$ cat config.mk
export PLATFORM = sky130hd
export DESIGN_NAME = bithash_job_scheduler_flat
export DESIGN_NICKNAME = d
export VERILOG_FILES = /design/src/rtl/bithash_job_scheduler_if.sv /design/src/rtl/bithash_job_scheduler.sv /design/src/flat_wrapper.sv
export SDC_FILE = /design/constraint.sdc
export NUM_CORES = 1
export LEC_CHECK = 0
export CAP_MARGIN = 10
export CORE_MARGIN = 5
export CORE_UTILIZATION = 39
export DETAILED_ROUTE_END_ITERATION = 10
export GPL_TIMING_DRIVEN = 1
export PLACE_DENSITY_LB_ADDON = 0.08
export SYNTH_ARGS = -nofsm -noshare
export SYNTH_HDL_FRONTEND = slang
export SYNTH_SLANG_ARGS = --single-unit
$ cat constraint.sdc
create_clock -name clk -period 13.4 [get_ports clk]
set_clock_uncertainty 0.2 [all_clocks]
set_input_delay 2.68 -clock clk [delete_from_list [all_inputs] [get_ports clk]]
set_output_delay 2.68 -clock clk [all_outputs]
set_load 0.1 [all_outputs]
$ cat src/rtl/bithash_job_scheduler_if.sv
// Signal bundle between the job scheduler and its environment: RAH read queue,
// RAH encoder write port and the shared hash-core dispatch/report bus.
interface bithash_job_scheduler_if #(
  parameter int NUM_CORES  = 4,
  parameter int DATA_WIDTH = 48
);
  logic [DATA_WIDTH-1:0]   in_data;
  logic                    q_empty;
  logic                    request_data;
  logic [DATA_WIDTH-1:0]   out_data;
  logic                    w_en;
  logic                    out_full;
  logic [NUM_CORES-1:0]    core_start;
  logic [31:0]             core_base;
  logic [31:0]             core_len;
  logic [NUM_CORES-1:0]    core_idle;
  logic [NUM_CORES-1:0]    core_found;
  logic [32*NUM_CORES-1:0] core_nonce;
  logic                    busy;

  modport master (
    input  in_data, q_empty, out_full, core_idle, core_found, core_nonce,
    output request_data, out_data, w_en, core_start, core_base, core_len, busy
  );

  modport slave (
    output in_data, q_empty, out_full, core_idle, core_found, core_nonce,
    input  request_data, out_data, w_en, core_start, core_base, core_len, busy
  );
endinterface

$ cat src/rtl/bithash_job_scheduler.sv
// Splits BitHash nonce ranges into chunks dispatched round-robin to hash cores; reports hits/done/errors.
// Latency: first core_start 4 cycles after the START read; hit packet 1 cycle after core_found at best.
// Backpressure: out_full holds all packets (hits first); dispatch waits on core_idle; reads wait on q_empty.
module bithash_job_scheduler #(
  parameter int          NUM_CORES  = 4,
  parameter int          DATA_WIDTH = 48,
  parameter logic [31:0] CHUNK_SIZE = 32'h0010_0000
) (
  input logic                     clk,
  input logic                     rst_n,
  bithash_job_scheduler_if.master bus
);
  localparam int PW = (NUM_CORES > 1) ? $clog2(NUM_CORES) : 1;

  typedef enum logic [2:0] {
    S_IDLE, S_HDR, S_LEN_REQ, S_LEN, S_DISPATCH, S_DRAIN, S_DONE, S_ERR
  } state_t;

  state_t               state, state_nx;
  logic [7:0]           job_id;
  logic [7:0]           err_op;
  logic [31:0]          next_base;
  logic [31:0]          remaining;
  logic [31:0]          hit_count;
  logic [PW-1:0]        rr_ptr;
  logic [PW-1:0]        hit_ptr;
  logic [NUM_CORES-1:0] pend;
  logic [31:0]          nonce_q [NUM_CORES];
  logic [NUM_CORES-1:0] last_start;

  logic                 grant_vld;
  logic [PW-1:0]        grant_idx;
  logic                 disp_go;
  logic [31:0]          chunk_len;
  logic                 hit_vld;
  logic [PW-1:0]        hit_idx;
  logic                 hit_go;
  logic [NUM_CORES-1:0] start_w;

  function automatic logic [PW-1:0] wrap_add(input logic [PW-1:0] p, input int k);
    int j;
    j = int'(p) + k;
    if (j >= NUM_CORES) j = j - NUM_CORES;
    return PW'(j);
  endfunction

  // Dispatch and hit-drain arbiters both search forward from their own pointer.
  always_comb begin
    grant_vld = 1'b0;
    grant_idx = '0;
    hit_vld   = 1'b0;
    hit_idx   = '0;
    for (int k = 0; k < NUM_CORES; k++) begin
      if (!grant_vld && bus.core_idle[wrap_add(rr_ptr, k)] && !last_start[wrap_add(rr_ptr, k)]) begin
        grant_vld = 1'b1;
        grant_idx = wrap_add(rr_ptr, k);
      end
      if (!hit_vld && pend[wrap_add(hit_ptr, k)]) begin
        hit_vld = 1'b1;
        hit_idx = wrap_add(hit_ptr, k);
      end
    end
  end

  assign chunk_len = (remaining < CHUNK_SIZE) ? remaining : CHUNK_SIZE;
  assign disp_go   = (state == S_DISPATCH) && (remaining != 32'h0) && grant_vld;
  assign hit_go    = hit_vld && !bus.out_full;

  always_comb begin
    start_w = '0;
    if (disp_go) start_w[grant_idx] = 1'b1;
  end

  assign bus.core_start   = start_w;
  assign bus.core_base    = disp_go ? next_base : 32'h0;
  assign bus.core_len     = disp_go ? chunk_len : 32'h0;
  assign bus.request_data = rst_n && !bus.q_empty && ((state == S_IDLE) || (state == S_LEN_REQ));
  assign bus.busy         = (state != S_IDLE);

  // Pending hits outrank the done/error packet that is waiting on the same port.
  always_comb begin
    bus.out_data = '0;
    bus.w_en     = 1'b0;
    if (hit_vld) begin
      bus.out_data = {8'hA1, job_id, nonce_q[hit_idx]};
      bus.w_en     = !bus.out_full;
    end else if (state == S_DONE) begin
      bus.out_data = {8'hD0, job_id, hit_count};
      bus.w_en     = !bus.out_full;
    end else if (state == S_ERR) begin
      bus.out_data = {8'hEE, err_op, 32'h0};
      bus.w_en     = !bus.out_full;
    end
  end

  always_comb begin
    state_nx = state;
    case (state)
      S_IDLE:     if (!bus.q_empty) state_nx = S_HDR;
      S_HDR:      state_nx = (bus.in_data[47:40] == 8'h01) ? S_LEN_REQ : S_ERR;
      S_LEN_REQ:  if (!bus.q_empty) state_nx = S_LEN;
      S_LEN:      state_nx = S_DISPATCH;
      S_DISPATCH: if (remaining == 32'h0) state_nx = S_DRAIN;
      S_DRAIN:    if ((&bus.core_idle) && !(|pend)) state_nx = S_DONE;
      S_DONE,
      S_ERR:      if (!hit_vld && !bus.out_full) state_nx = S_IDLE;
      default:    state_nx = S_IDLE;
    endcase
  end

  always_ff @(posedge clk) begin
    if (!rst_n) begin
      state      <= S_IDLE;
      job_id     <= '0;
      err_op     <= '0;
      next_base  <= '0;
      remaining  <= '0;
      hit_count  <= '0;
      rr_ptr     <= '0;
      hit_ptr    <= '0;
      pend       <= '0;
      last_start <= '0;
      for (int i = 0; i < NUM_CORES; i++) nonce_q[i] <= '0;
    end else begin
      state      <= state_nx;
      last_start <= start_w;
      if (state == S_HDR) begin
        job_id    <= bus.in_data[39:32];
        err_op    <= bus.in_data[47:40];
        next_base <= bus.in_data[31:0];
      end
      if (disp_go) begin
        next_base <= next_base + chunk_len;
        remaining <= remaining - chunk_len;
        rr_ptr    <= wrap_add(grant_idx, 1);
      end
      // A fresh report wins over the clear of the one being drained this cycle.
      for (int i = 0; i < NUM_CORES; i++) begin
        if (hit_go && (hit_idx == PW'(i))) pend[i] <= 1'b0;
        if (bus.core_found[i]) begin
          pend[i]    <= 1'b1;
          nonce_q[i] <= bus.core_nonce[32*i +: 32];
        end
      end
      if (hit_go) begin
        hit_count <= hit_count + 32'h1;
        hit_ptr   <= wrap_add(hit_idx, 1);
      end
      if (state == S_LEN) begin
        remaining <= bus.in_data[31:0];
        hit_count <= '0;
      end
    end
  end
endmodule

$ cat src/flat_wrapper.sv
// flat-port wrapper written by rule: the top's interface ports become plain ports
module bithash_job_scheduler_flat 
#(
  parameter int          NUM_CORES  = 4,
  parameter int          DATA_WIDTH = 48,
  parameter logic [31:0] CHUNK_SIZE = 32'h0010_0000
)
  (clk, rst_n, bus_in_data, bus_q_empty, bus_out_full, bus_core_idle, bus_core_found, bus_core_nonce, bus_request_data, bus_out_data, bus_w_en, bus_core_start, bus_core_base, bus_core_len, bus_busy);
  bithash_job_scheduler_if #(.NUM_CORES(NUM_CORES), .DATA_WIDTH(DATA_WIDTH)) bus_i ();
  input logic clk;
  input logic rst_n;
  input wire logic [$bits(bus_i.in_data)-1:0] bus_in_data;
  input wire logic [$bits(bus_i.q_empty)-1:0] bus_q_empty;
  input wire logic [$bits(bus_i.out_full)-1:0] bus_out_full;
  input wire logic [$bits(bus_i.core_idle)-1:0] bus_core_idle;
  input wire logic [$bits(bus_i.core_found)-1:0] bus_core_found;
  input wire logic [$bits(bus_i.core_nonce)-1:0] bus_core_nonce;
  output wire logic [$bits(bus_i.request_data)-1:0] bus_request_data;
  output wire logic [$bits(bus_i.out_data)-1:0] bus_out_data;
  output wire logic [$bits(bus_i.w_en)-1:0] bus_w_en;
  output wire logic [$bits(bus_i.core_start)-1:0] bus_core_start;
  output wire logic [$bits(bus_i.core_base)-1:0] bus_core_base;
  output wire logic [$bits(bus_i.core_len)-1:0] bus_core_len;
  output wire logic [$bits(bus_i.busy)-1:0] bus_busy;
  assign bus_i.in_data = bus_in_data;
  assign bus_i.q_empty = bus_q_empty;
  assign bus_i.out_full = bus_out_full;
  assign bus_i.core_idle = bus_core_idle;
  assign bus_i.core_found = bus_core_found;
  assign bus_i.core_nonce = bus_core_nonce;
  assign bus_request_data = bus_i.request_data;
  assign bus_out_data = bus_i.out_data;
  assign bus_w_en = bus_i.w_en;
  assign bus_core_start = bus_i.core_start;
  assign bus_core_base = bus_i.core_base;
  assign bus_core_len = bus_i.core_len;
  assign bus_busy = bus_i.busy;
  bithash_job_scheduler #(.NUM_CORES(NUM_CORES), .DATA_WIDTH(DATA_WIDTH), .CHUNK_SIZE(CHUNK_SIZE)) u_core (.clk(clk), .rst_n(rst_n), .bus(bus_i));
endmodule
==> results.md <==
Floorplan:
- From left edge to right edge, the die measures 205.0 um.
- The die outline area is 42020 um2.
- The number of placement rows is 71.
- The total core area is 37580 um2.
- Once the floorplan was initialized, standard cells occupied 39.46% of the core.
- The floorplan die height is 205.0 um.
- The I/O pin total is 307.

Clock tree:
- The clock network latency to the later pin of the worst-skew pair is roughly 0.56 ns.
- The total of hold buffers inserted after clock tree synthesis is 0.
- The register clock-pin slew on the reported worst setup and hold paths is 0.06 ns.
- Counting the buffers created by CTS gives 30.
- CTS built an H-tree with a depth of 1.
- The clock tree from TritonCTS is built.
- The maximum root-to-sink buffer count is 3.
- Clock tree synthesis found a total of 255 sinks.
- Post-CTS repair changed the size of 0 cells.
- Once the clock tree was built, the setup fixing pass inserted 0 buffers.
- The clock root buffer master is sky130_fd_sc_hd__clkbuf_16.

Timing:
- The number of hold violations in the final report came to 0.
- Hold timing on the final database bottoms out at a slack of 0.2546 ns.
- Setup repair after global routing left no endpoint under its margin.
- The worst slew slack as a fraction of its limit is 19.82%.
- Summed over all failing endpoints, the final setup total negative slack is 0 ns.
- The number of pins exceeding their max-slew limit in the final report is 0.
- The achievable clock frequency is 109.4 MHz.
- In the finished design, the share of the clock period the worst path needs comes to 68.20%.
- The final critical delay including setup and external delays is 9.138 ns.
- For the pin with the worst max-slew slack, the measured transition is 1.200 ns.
- The number of setup violations in the final report is 0.

Routing:
- In the routed design, unresolved DRC markers number 0.
- The first TritonRoute pass finished after 6 iterations.
- The final route contains 13350 vias.
- The average vias per placed instance is 5.540.
- In this run the remaining antenna-violating nets after routing total 0.
- In the final routed layout, each cell accounts on average for 20.87 um.
- For this block, the routed nets add up to 50.29 mm of wire.
- The iteration-0 DRC count of the detailed router is about 1000.

Critical path:
- The signal on the critical path passes through clkdlybuf4s50_1 -> nor2b_1 -> nand2b_1 -> nor3_1 -> nor2_4 -> buf_4 -> nand2_1 -> inv_1 -> clkdlybuf4s50_1.
- In this run the worst path has a maximum fanout of 32.
- The required time of the critical path is 10.52 ns.
- The cell occurring most often along the worst timing path is sky130_fd_sc_hd__clkdlybuf4s50_1.
- In this design, the stage delay of the slowest critical-path cell is 1.18 ns.
- The critical path contains buffers and inverters numbering 4 combined.
- The capturing element type of the critical path is an output pin.
- The critical path's top delay family is buffers and inverters.
- For the worst setup path, the data arrival time is 6.26 ns.
- The launching element type of the critical path is an input pin.
- The slowest cell on the critical path is sky130_fd_sc_hd__clkdlybuf4s50_1.
- The class of the most critical setup path is input pin to output pin.

Global route:
- The initial antenna violation count is 2.
- The total global-route track usage is between 20% and 30%.
- The first global-routing pass estimated 76.31 mm of wire.
- The total grt overflow is 0.
- Entering global routing, the biggest net connects between 100 and 150 pins.
- The number of global-route vias before repair came to 13180.

Pwr:
- The peak ir drop on the vdd network is 83.31 uV.
- The power density over the cells is around 160 nW/um2.
- The post-layout total power is between 3 and 4 mW.
- In this run the static leakage power is 7.588 nW.

Logic synthesis:
- Synthesis instantiated 84 different standard cells from the library.
- In the post-synthesis netlist, the biggest area contributors are sky130_fd_sc_hd__edfxtp_1, sky130_fd_sc_hd__dfxtp_1, sky130_fd_sc_hd__and3_1.
- Among all flip-flop cells after synthesis, the most frequent one is sky130_fd_sc_hd__edfxtp_1.
- Of the post-synthesis cell area, the dominant cell type holds 25.92%.
- Each instance of the synthesized netlist takes up on average 9.003 um2.
- Counting flops with an async set or reset pin after synthesis yields a share of 0%.
- In the synthesized netlist, the number of instances is between 1500 and 2000.
- Synthesis inferred approximately 260 register bits.
- The number of flops mapped to enable cells by yosys is 128.
- For this run, the number of Yosys warnings is 0.
- The area of the mapped netlist is 14830 um2.
- The sequential element share of the synthesized area is 43.07%.
- The largest total area in the synthesized netlist belongs to sky130_fd_sc_hd__edfxtp_1.

Cells and area:
- The finished cells cover 19140 um2.
- The final-layout fill cell count is 3652.
- The core utilization of the finished layout is roughly 51%.
- The multi-input combinational cells in the finished layout cover a total of 7850 um2.
- Of the cells placed in the final design, the portion with a size suffix greater than 1 is 5.532%.
- The growth of design area from synthesis to finish is 29.06%.
- After the last flow step, the layout net total stands at approximately 2100.
- Registers take 6386 um2.

Run status:
- The flow ran to the end, and the final reports show no timing, DRC or antenna violations.

Placement:
- The congestion estimate from routability-driven global placement came to 0.8855.
- The total placed instance area is 18100 um2.
- Input and output buffers added on the ports amount to 295.
- Detailed placement ended at an HPWL of ~35 mm.

Job:
- The number of maximum-capacitance violations is 0.

Hold path:
- The class of the most critical hold timing path is register to register.
## registers in the layout (all words and copies together) (netlist names)
| register | cells |
|---|---|
| u_core.nonce_q | 128 |
| u_core.hit_count | 32 |
| u_core.next_base | 32 |
| u_core.remaining | 32 |
| u_core.err_op | 8 |
| u_core.job_id | 8 |
| u_core.last_start | 4 |
| u_core.pend | 4 |
| u_core.state | 3 |
| u_core.hit_ptr | 2 |
| u_core.rr_ptr | 2 |
## cell usage in the layout (no fill, tap or decap), drive strengths merged, types with 8 or more instances in the layout
| cell | instances |
|---|---|
| a211oi | 11 |
| a21o | 15 |
| a21oi | 88 |
| a221oi | 10 |
| a22o | 11 |
| a22oi | 19 |
| a311oi | 13 |
| a31oi | 15 |
| a32o | 32 |
| and2 | 49 |
| and3 | 162 |
| buf | 26 |
| clkbuf | 42 |
| clkdlybuf4s50 | 294 |
| conb | 20 |
| dfxtp | 127 |
| edfxtp | 128 |
| ha | 28 |
| inv | 24 |
| mux2i | 69 |
| nand2 | 208 |
| nand2b | 26 |
| nand3 | 34 |
| nand4 | 15 |
| nor2 | 133 |
| nor2b | 8 |
| nor3 | 29 |
| nor4 | 20 |
| o211ai | 8 |
| o21ai | 58 |
| or3 | 11 |
| xnor2 | 21 |
| xor2 | 36 |
## per-stage QoR
step,worst slack (ns),instances
after CTS,4.272,2409
after global routing,4.038,2410
after detailed placement,4.288,2354
after global placement,4.430,2354
final,4.262,2410
after floorplan,4.457,1665
## power breakdown
part	internal, mW	switching, mW	total (mW)
Combinational	0.364	0.854	1.22
Sequential	0.907	0.0916	0.999
Clock	0.514	0.337	0.851
Total	1.79	1.28	3.07
## per-layer routing
layer | track usage (%) | routed length (um) | vias up
met2 | 40.79 | 25590 | 380
met4 | 5.526 | 1092 | 0
met1 | 29.17 | 20820 | 6428
met3 | 3.229 | 2787 | 71
met5 | 0 | 0 | -
li1 | - | - | 6473
## cell usage after synthesis, types with 11 or more instances
cell type                  number
sky130_fd_sc_hd__a21o_1        15
sky130_fd_sc_hd__a21oi_1       87
sky130_fd_sc_hd__a22o_1        11
sky130_fd_sc_hd__a22oi_1       19
sky130_fd_sc_hd__a311oi_1      13
sky130_fd_sc_hd__a31oi_1       14
sky130_fd_sc_hd__a32o_1        32
sky130_fd_sc_hd__and2_1        49
sky130_fd_sc_hd__and3_1       162
sky130_fd_sc_hd__buf_1         11
sky130_fd_sc_hd__buf_4         15
sky130_fd_sc_hd__clkbuf_1     109
sky130_fd_sc_hd__dfxtp_1      127
sky130_fd_sc_hd__edfxtp_1     128
sky130_fd_sc_hd__ha_1          28
sky130_fd_sc_hd__inv_1         21
sky130_fd_sc_hd__mux2i_1       69
sky130_fd_sc_hd__nand2_1      208
sky130_fd_sc_hd__nand2b_1      26
sky130_fd_sc_hd__nand3_1       34
sky130_fd_sc_hd__nand4_1       15
sky130_fd_sc_hd__nor2_1       133
sky130_fd_sc_hd__nor3_1        28
sky130_fd_sc_hd__nor4_1        15
sky130_fd_sc_hd__o21ai_0       54
sky130_fd_sc_hd__or3_1         11
sky130_fd_sc_hd__xnor2_1       21
sky130_fd_sc_hd__xor2_1        36
## worst reg2reg max path, cell delays in order (launching register included)
cell and delay [ns]:
sky130_fd_sc_hd__dfxtp_1 0.44, sky130_fd_sc_hd__or4_1 0.71, sky130_fd_sc_hd__nor3_4 0.23, sky130_fd_sc_hd__buf_4 0.52, sky130_fd_sc_hd__and2_1 0.25, sky130_fd_sc_hd__ha_1 0.20, sky130_fd_sc_hd__inv_1 0.07, sky130_fd_sc_hd__fa_1 0.38
sky130_fd_sc_hd__nand2b_1 0.22, sky130_fd_sc_hd__a211oi_2 0.33, sky130_fd_sc_hd__nor2_1 0.20, sky130_fd_sc_hd__o41ai_1 0.35, sky130_fd_sc_hd__buf_4 0.20, sky130_fd_sc_hd__a31oi_4 0.13, sky130_fd_sc_hd__o31a_1 0.42, sky130_fd_sc_hd__or4_1 0.50
sky130_fd_sc_hd__nand3_1 0.10, sky130_fd_sc_hd__a311oi_1 0.05
## logic make-up (layout without fill, tap and decap cells)
kind of cell / Yosys count / after routing / synth area share [%]
AND/OR/NAND/NOR: 719 / 719 / 24.66
AO/OA/AOI/OAI: 344 / 344 / 16.58
flip-flops: 255 / 255 / 43.07
buffers and inverters: 166 / 399 / 4.683
multiplexers: 70 / 70 / 4.734
XOR/XNOR: 57 / 57 / 3.367
adder cells (fa/ha/maj): 34 / 34 / 2.861
other: 2 / 21 / 0.05065
## final cells by class
cell class              count  area share, %
repair buffers            320          16.40
inverters                  24         0.4707
multi-input cells        1244          41.02
well taps                 511          3.341
flip-flops and latches    255          33.37
clock inverters            13          1.000
diodes                      1        0.01308
clock buffers              42          4.387
## path summary, 6_finish.rpt
check | to | cells after the start | startpoint | slack [ns]
max reg2reg | u_core.next_base[22]$_SDFFE_PN0P_ | 17 | u_core.remaining[20]$_SDFFE_PN0P_ | 7.76
min reg2reg | u_core.job_id[0]$_SDFFE_PN0P_ | 2 | u_core.job_id[0]$_SDFFE_PN0P_ | 0.25
max | bus_core_len[20] | 9 | bus_core_idle[3] | 4.26
min | u_core.job_id[0]$_SDFFE_PN0P_ | 2 | u_core.job_id[0]$_SDFFE_PN0P_ | 0.25
Note: power is estimated with default switching activity, not from simulation.
